$ cat src/rtl/feature_pkg.sv
// Shared constants and types for the feature output bundle and its serializer.
package feature_pkg;

  localparam int NUM_FEATURES = 27;
  localparam int FEAT_W       = 32;
  localparam int IDX_W        = 5;

  // Word order within a frame
  localparam int IDX_PSD_GAMMA = 0;
  localparam int IDX_PSD_BETA  = 1;
  localparam int IDX_PSD_ALPHA = 2;
  localparam int IDX_PSD_THETA = 3;
  localparam int IDX_PSD_DELTA = 4;
  localparam int IDX_PEAK      = 5;
  localparam int IDX_ZCR       = 6;
  // DWT block: band-major (gamma,beta,alpha,theta,delta), per band max,min,mean,sum
  localparam int IDX_DWT_BASE  = 7;

  // Index reported alongside the checksum beat
  localparam logic [IDX_W-1:0] IDX_CKSUM = 5'd27;

  typedef logic [FEAT_W-1:0] feat_word_t;

  typedef enum logic [1:0] {
    IDLE,
    SEND,
    CKSUM
  } ser_state_e;

endpackage

$ cat src/rtl/feature_edge_detect.sv
// Frame-start pulse: rising edge of feat_valid, gated by en.
// The delayed copy always tracks feat_valid, so a level that is already
// high when en rises never looks like an edge.
module feature_edge_detect (
  input  logic clk,
  input  logic rst_n,
  input  logic en,
  input  logic feat_valid,
  output logic start
);

  logic feat_valid_q;

  // One-cycle delay of feat_valid for edge detection
  always_ff @(posedge clk or negedge rst_n) begin
    if (!rst_n) feat_valid_q <= 1'b0;
    else        feat_valid_q <= feat_valid;
  end

  assign start = en & feat_valid & ~feat_valid_q;

endmodule

$ cat src/rtl/feature_serializer.sv
// Snapshots the parallel feature frame on a feat_valid rising edge and
// streams it one word per beat over valid/ready.
// Optional trailing checksum beat: define FEAT_SER_CHECKSUM_EN.
module feature_serializer #(
  parameter int NUM_FEATURES = 27,
  parameter int DATA_W       = 32,
  parameter int DROP_CNT_W   = 8
) (
  input  logic                           clk,
  input  logic                           rst_n,
  input  logic                           en,
  input  logic [NUM_FEATURES*DATA_W-1:0] feat_vec,
  input  logic                           feat_valid,
  output logic [DATA_W-1:0]              m_data,
  output logic [4:0]                     m_index,
  output logic                           m_valid,
  output logic                           m_last,
  input  logic                           m_ready,
  output logic                           busy,
  output logic [DROP_CNT_W-1:0]          drop_cnt
);
  import feature_pkg::*;

  localparam logic [4:0] LAST_IDX = 5'(NUM_FEATURES - 1);

  ser_state_e        state, state_nx;
  logic [DATA_W-1:0] shadow [NUM_FEATURES];
  logic [4:0]        idx;
  logic              start, beat, last_beat, capture, at_last;

  feature_edge_detect u_edge (
    .clk        (clk),
    .rst_n      (rst_n),
    .en         (en),
    .feat_valid (feat_valid),
    .start      (start)
  );

  assign m_valid = (state != IDLE);
  assign busy    = (state != IDLE);
  assign beat    = m_valid & m_ready;
  assign at_last = (state == SEND) && (idx == LAST_IDX);

`ifdef FEAT_SER_CHECKSUM_EN
  logic [DATA_W-1:0] cksum, sum_nx;

  // Frame checksum computed from the incoming vector, registered at capture
  always_comb begin
    sum_nx = '0;
    for (int k = 0; k < NUM_FEATURES; k++) sum_nx = sum_nx + feat_vec[k*DATA_W +: DATA_W];
  end

  // Checksum holding register
  always_ff @(posedge clk or negedge rst_n) begin
    if (!rst_n)       cksum <= '0;
    else if (capture) cksum <= sum_nx;
  end

  assign last_beat = beat & (state == CKSUM);
  assign m_last    = (state == CKSUM);
`else
  assign last_beat = beat & at_last;
  assign m_last    = at_last;
`endif

  // A start is accepted when idle or exactly on the final beat (back-to-back frames)
  assign capture = start & ((state == IDLE) | last_beat);

  // Output word mux; zero when nothing is presented
  always_comb begin
    m_data  = '0;
    m_index = '0;
    case (state)
      SEND: begin
        m_data  = shadow[idx];
        m_index = idx;
      end
`ifdef FEAT_SER_CHECKSUM_EN
      CKSUM: begin
        m_data  = cksum;
        m_index = IDX_CKSUM;
      end
`endif
      default: ;
    endcase
  end

  // State register
  always_ff @(posedge clk or negedge rst_n) begin
    if (!rst_n) state <= IDLE;
    else        state <= state_nx;
  end

  // Next-state logic
  always_comb begin
    state_nx = state;
    case (state)
      IDLE: if (start) state_nx = SEND;
      SEND: begin
`ifdef FEAT_SER_CHECKSUM_EN
        if (beat && at_last) state_nx = CKSUM;
`else
        if (last_beat) state_nx = capture ? SEND : IDLE;
`endif
      end
`ifdef FEAT_SER_CHECKSUM_EN
      CKSUM: if (last_beat) state_nx = capture ? SEND : IDLE;
`endif
      default: state_nx = IDLE;
    endcase
  end

  // Shadow register file and word pointer
  always_ff @(posedge clk or negedge rst_n) begin
    if (!rst_n) begin
      for (int k = 0; k < NUM_FEATURES; k++) shadow[k] <= '0;
      idx <= '0;
    end else if (capture) begin
      for (int k = 0; k < NUM_FEATURES; k++) shadow[k] <= feat_vec[k*DATA_W +: DATA_W];
      idx <= '0;
    end else if (beat && (state == SEND) && (idx != LAST_IDX)) begin
      idx <= idx + 5'd1;
    end
  end

  // Saturating count of frames lost to overrun
  always_ff @(posedge clk or negedge rst_n) begin
    if (!rst_n)
      drop_cnt <= '0;
    else if (start && busy && !last_beat && (drop_cnt != {DROP_CNT_W{1'b1}}))
      drop_cnt <= drop_cnt + 1'b1;
  end

endmodule

$ cat config.mk
export PLATFORM = sky130hd
export DESIGN_NAME = feature_serializer
export DESIGN_NICKNAME = d
export VERILOG_FILES = /design/src/rtl/feature_pkg.sv /design/src/rtl/feature_edge_detect.sv /design/src/rtl/feature_serializer.sv
export SDC_FILE = /design/constraint.sdc
export NUM_CORES = 1
export LEC_CHECK = 0
export BUFFER_PORTS_ARGS = -buffer_cell sky130_fd_sc_hd__buf_2
export CORE_AREA = 5 5 356 358
export CTS_BUF_LIST = sky130_fd_sc_hd__clkbuf_8
export CTS_CLUSTER_DIAMETER = 50
export CTS_CLUSTER_SIZE = 16
export DETAILED_ROUTE_END_ITERATION = 10
export DIE_AREA = 0 0 361 363
export GPL_TIMING_DRIVEN = 0
export PLACE_DENSITY = 0.61
export SLEW_MARGIN = 15
export SYNTH_ARGS = -nofsm -noshare
export SYNTH_HDL_FRONTEND = slang
export SYNTH_SLANG_ARGS = --single-unit
export TNS_END_PERCENT = 100
$ cat constraint.sdc
create_clock -name clk -period 3.7 [get_ports clk]
set_input_delay 0.555 -clock clk [delete_from_list [all_inputs] [get_ports clk]]
set_output_delay 0.555 -clock clk [all_outputs]
set_load 0.02 [all_outputs]
* Yosys cells after proc, flatten, opt, wreduce, memory -nomap -nowiden
Cells that the tools add are included.
** Storage, ports and cells
- Flip-flop bits (word level) :: 880
- Input bits :: 869
- Word-level logic and storage cells :: 70
** Cells by class
- Add/subtract/negate cells :: 2
- Magnitude comparators :: 1
- Equality and inequality tests :: 6
- Mux-type cells :: 11
- Bitwise logic cells :: 8
- Reductions and logical operators :: 11
** Operator list (count)
- $bmux 32 s5 :: 1
- $mux 32 :: 3
- $mux 5 :: 3
- $add 8x1->8 const B :: 1
- $ne 8x8->1 const B :: 1
- $ge 6x6->1 const B :: 1
- $logic_and 1x1->1 :: 6
- $not 5->6 :: 1
- $add 5x1->5 const B :: 1
- $and 1x1->1 :: 5
- $eq 5x5->1 const B :: 1
- $ne 5x5->1 const B :: 1
- $mux 2 :: 2
- $ne 2x2->1 const B :: 2
- $pmux 2 s2 :: 1
- $reduce_bool 2->1 :: 2
- $eq 2x1->1 const B :: 1
- $logic_not 2->1 :: 1
- $reduce_and 2->1 :: 1
- $logic_not 1->1 :: 1
- $mux 1 :: 1
- $not 1->1 :: 1
- $or 1x1->1 :: 1

* Longest topological paths before layout
- Word-level depth :: 8
- Mapped depth :: 14

* Cells and area by module
A second synthesis with hierarchy kept.
** Unflattened totals
- Cell total of the unflattened synthesis :: 2885
- Area, all modules :: 42777.3 um^2
** Modules (own cells, without submodules)
- feature_serializer :: times used 1, cells each 2883, area each 42743.5 um^2
- feature_edge_detect :: times used 1, cells each 2, area each 33.8 um^2

* Worst setup path after synthesis
No wires, ideal clock.
- Path type :: register to register
- Start point :: register idx[0]
- End point :: register shadow[352] (netlist bit)
- Library setup time :: 0.125 ns
- Arrival time :: 2.674 ns
- Data required time :: 3.575 ns
- Path slack :: 0.901 ns
- Stages on the path, launching flop included :: 15
- Period minus slack after synthesis :: 2.799 ns
- Cells stage by stage :: dfrtp_1 > clkbuf_2 > buf_4 > buf_6 > clkinv_1 > buf_2 > ha_1 > nand4b_2 > o21ai_4 > nor2b_1 > buf_2 > buf_6 > buf_6 > buf_6 > mux2_2
** Between the ends
- Longest elaborated chain between the ends :: 5
** Ends and longest elaborated chain
- start, declared :: RTL line feature_serializer.sv:28 : logic [4:0] idx;
- start signal, assigned :: RTL line feature_serializer.sv:122 : idx <= idx + 5'd1;
- $eq 5x5->1 :: RTL line feature_serializer.sv:42 : assign at_last = (state == SEND) && (idx == LAST_IDX);
- $logic_and 1x1->1 :: RTL line feature_serializer.sv:42
- $and 1x1->1 :: RTL line feature_serializer.sv:62 : assign last_beat = beat & at_last;
- $or 1x1->1 :: RTL line feature_serializer.sv:67 : assign capture = start & ((state == IDLE) | last_beat);
- $and 1x1->1 :: RTL line feature_serializer.sv:67
- end, declared :: RTL line feature_serializer.sv:27 : logic [DATA_W-1:0] shadow [NUM_FEATURES];
Every way passes these cells.
A chain may end at the register's enable or synchronous reset.

* Final worst setup path
- Start point :: register idx[1]
- End point :: output port m_data[26]
** Between the ends
- Longest elaborated chain between the ends :: 5
** Ends and longest elaborated chain
- $not 5->6 (implied by the code) :: RTL line feature_serializer.sv:75 : m_data = shadow[idx];
- $bmux 32 s5 :: RTL line feature_serializer.sv:75
- $mux 32 (implied by the code) (2 in a row) :: RTL line feature_serializer.sv:75
- $mux 32 :: RTL line feature_serializer.sv:73 : case (state)
- end, declared :: RTL line feature_serializer.sv:14 : output logic [DATA_W-1:0] m_data,
Every way passes these cells. The select of a mux whose other input is x is not followed.

==> flow_summary.ini <==
[outcome]
status = finished, violations left
failed_checks = negative setup slack

[route]
post_drt_wl_per_cell_um = 30.1
wl_um = 191000
via_per_inst = 5.10
drt_iter0_markers = 2266
via_count = 32300
drc = 0
ant_nets = 0
drtPass1Iterations = 5

[sta]
worst_pin_slew_ps = 1170
final.setup_skew_ps = 52.9
timing.slew.headroom = 0.223
maxSlewViolCount = 0
hold_viol = 0
period_minus_slack_ps = 4030
grt_setup_unrepaired = yes
setup_ws_ps = -327
finalSetupViolCount = 31
final.period_utilization = 1.09
max_freq_mhz = 248

[grt]
overflow = 0
gr-usage-all-layers = 0.282
grt_pass1_wl_um = 262000
grt_max_degree = 139
grt_antenna_before_repair = 78
first_global_vias = 35400

[critical_path]
ff2ff_setup_slack_ps = 80
cp_data_required_time_ps = 3140
worst-setup-path-type = flip-flop to primary output
critPathMaxFanout = 8
cp.arrival_ps = 3470
startpoint_type = flip-flop
endpoint_kind = primary output

[clock_network]
root_buffer = clkbuf_8
clkSinkCount = 879
clk_latency_ps = 890
path_clk_slew_ps = 90
htree_levels = 3
cts_made_buffers = 108
cts_tree = built
clk_path_buf_depth = 3

[die]
dieArea_um2 = 131000
core-area_um2 = 123000
start_util = 0.327
die_h_um = 363
die_x_um = 361
ios = 917
row_count = 129

[synth]
yosysWarnings = 0
synth_enable_flop_cells = 0
ys_async_sr_fraction = 1.00
ys_types = 42
synth_top_area_cell = dfrtp_1
synth_top_area_frac = 0.546
synth_fp_nets = 3471
syn_avg_cell_area_um2 = 15.5
yosysSeqAreaShare = 0.546
syn_area_um2 = 40300
synth_area_leaders = dfrtp_1 (55%), mux2_2 (25%), mux4_2 (8.2%)
syn-instance-count = 2599
yosys_register_bits = 879
synth_ff_type = dfrtp_1

[cells_and_area]
multi_input_area_um2 = 18400
fill_cells = 10500
layout_common_cells = buf_2 (895), mux2_2 (883), dfrtp_1 (877)
nNetsFinal = 5405
drive_above_1_share = 0.552
syn2layout_area_growth_pct = 52.4
seq_area_um2 = 22000
final_common_cell = buf_2

[placed_design]
gp_congestion = 0.906
hpwl_um = 144000
dp_slack_ps = -1680
port_buffers = 916

[power_and_ir_drop]
power_density_nw_per_um2 = 851
power.leakage_nw = 27.3
total_power_mw = 52.2
ir_worst_vdd_mv = 0.431

[hold_path]
hp-class = input port to asynchronous set/reset pin

[job]
drv_cap = 0
==> synth_stat cells, drive strengths merged (20+ instances only) <==
cell type	instances
dfrtp	879
o22ai	32
mux2	955
inv	23
o311ai	26
a221oi	26
nand2	50
clkbuf	34
o21ai	20
nor2	23
mux4	147
mux2i	57
nor4	21
buf	160
==> state kept, by name, indices dropped and copies added (netlist names) <==
name                 flops
idx                      5
shadow                 864
state                    1
u_edge.feat_valid_q      1
drop_cnt                 8
==> where the power goes <==
part / total (mW) / switching, mW / internal, mW
sequential: 17.3 / 2.96 / 14.3
combinational: 26.8 / 14.0 / 12.7
clock: 8.19 / 4.46 / 3.73
total: 52.2 / 21.5 / 30.8
==> critical path: stages (launching register included) <==
cell	delay, ps
dfrtp_1	420
buf_12	170
buf_16	150
buf_16	160
buf_12	160
bufbuf_16	270
mux2i_2	160
a22oi_2	270
a31oi_4	180
nor4_4	380
buf_4	240
==> timing repair <==
item / CTS / global route
hold buffers: 866 / 0
setup buffers: 19 / 20
pin swaps: 44 / 49
endpoints found under the hold margin: 1070 / 0
cloned: 3 / 2
resized for setup: 404 / 124
setup endpoints to repair: 906 / 177
==> layer usage <==
metal,GRT usage,wire [um]
met3,0.0643,12300
met1,0.368,80000
met4,0.117,8900
met5,0,134
met2,0.455,89500
==> final cells by class <==
type | count | share of cell area
sequential | 879 | 0.358
buffer | 185 | 0.0326
timing repair buffer | 1833 | 0.230
inverter | 24 | 0.00171
clock buffer | 119 | 0.0267
clock inverter | 83 | 0.0144
antenna | 72 | 0.00294
tap | 1637 | 0.0334
multi-input combinational | 1502 | 0.300
==> cell families after synthesis <==
logic type               synth area share
multiplexers                        0.363
flip-flops                          0.546
buffers and inverters              0.0368
AO/OA/AOI/OAI                      0.0308
AND/OR/NAND/NOR                    0.0194
XOR/XNOR                          0.00239
adder cells (fa/ha/maj)          0.000932
==> per-stage QoR <==
stage | setup TNS [ps] | instance area, um^2 | instances | util | hold WS [ps]
finish | -4550 | 61400 | 6334 | 0.499 | 145
global route | -14940 | 61300 | 6313 | 0.499 | 104
CTS | -8670 | 60500 | 6244 | 0.492 | 70.2
detailed placement | -633240 | 47100 | 5159 | 0.383 | 421
global placement | - | 46900 | 5152 | 0.381 | 466
floorplan | 0 | 40300 | 2599 | - | 259
==> path summary, 6_finish.rpt <==
path                                         start  cells past startpoint                 endpoint
min                                          rst_n                      2  shadow[279]$_DFFE_PN0P_
max in group asynchronous                    rst_n                      5  shadow[850]$_DFFE_PN0P_
min reg2reg                shadow[315]$_DFFE_PN0P_                      1  shadow[315]$_DFFE_PN0P_
min in group clk                                en                      3     state[0]$_DFFE_PN0P_
max                             idx[1]$_DFFE_PN0P_                     10               m_data[26]
max reg2reg                     idx[0]$_DFFE_PN0P_                     14  shadow[450]$_DFFE_PN0P_
Power figures use the tool's default switching activity.
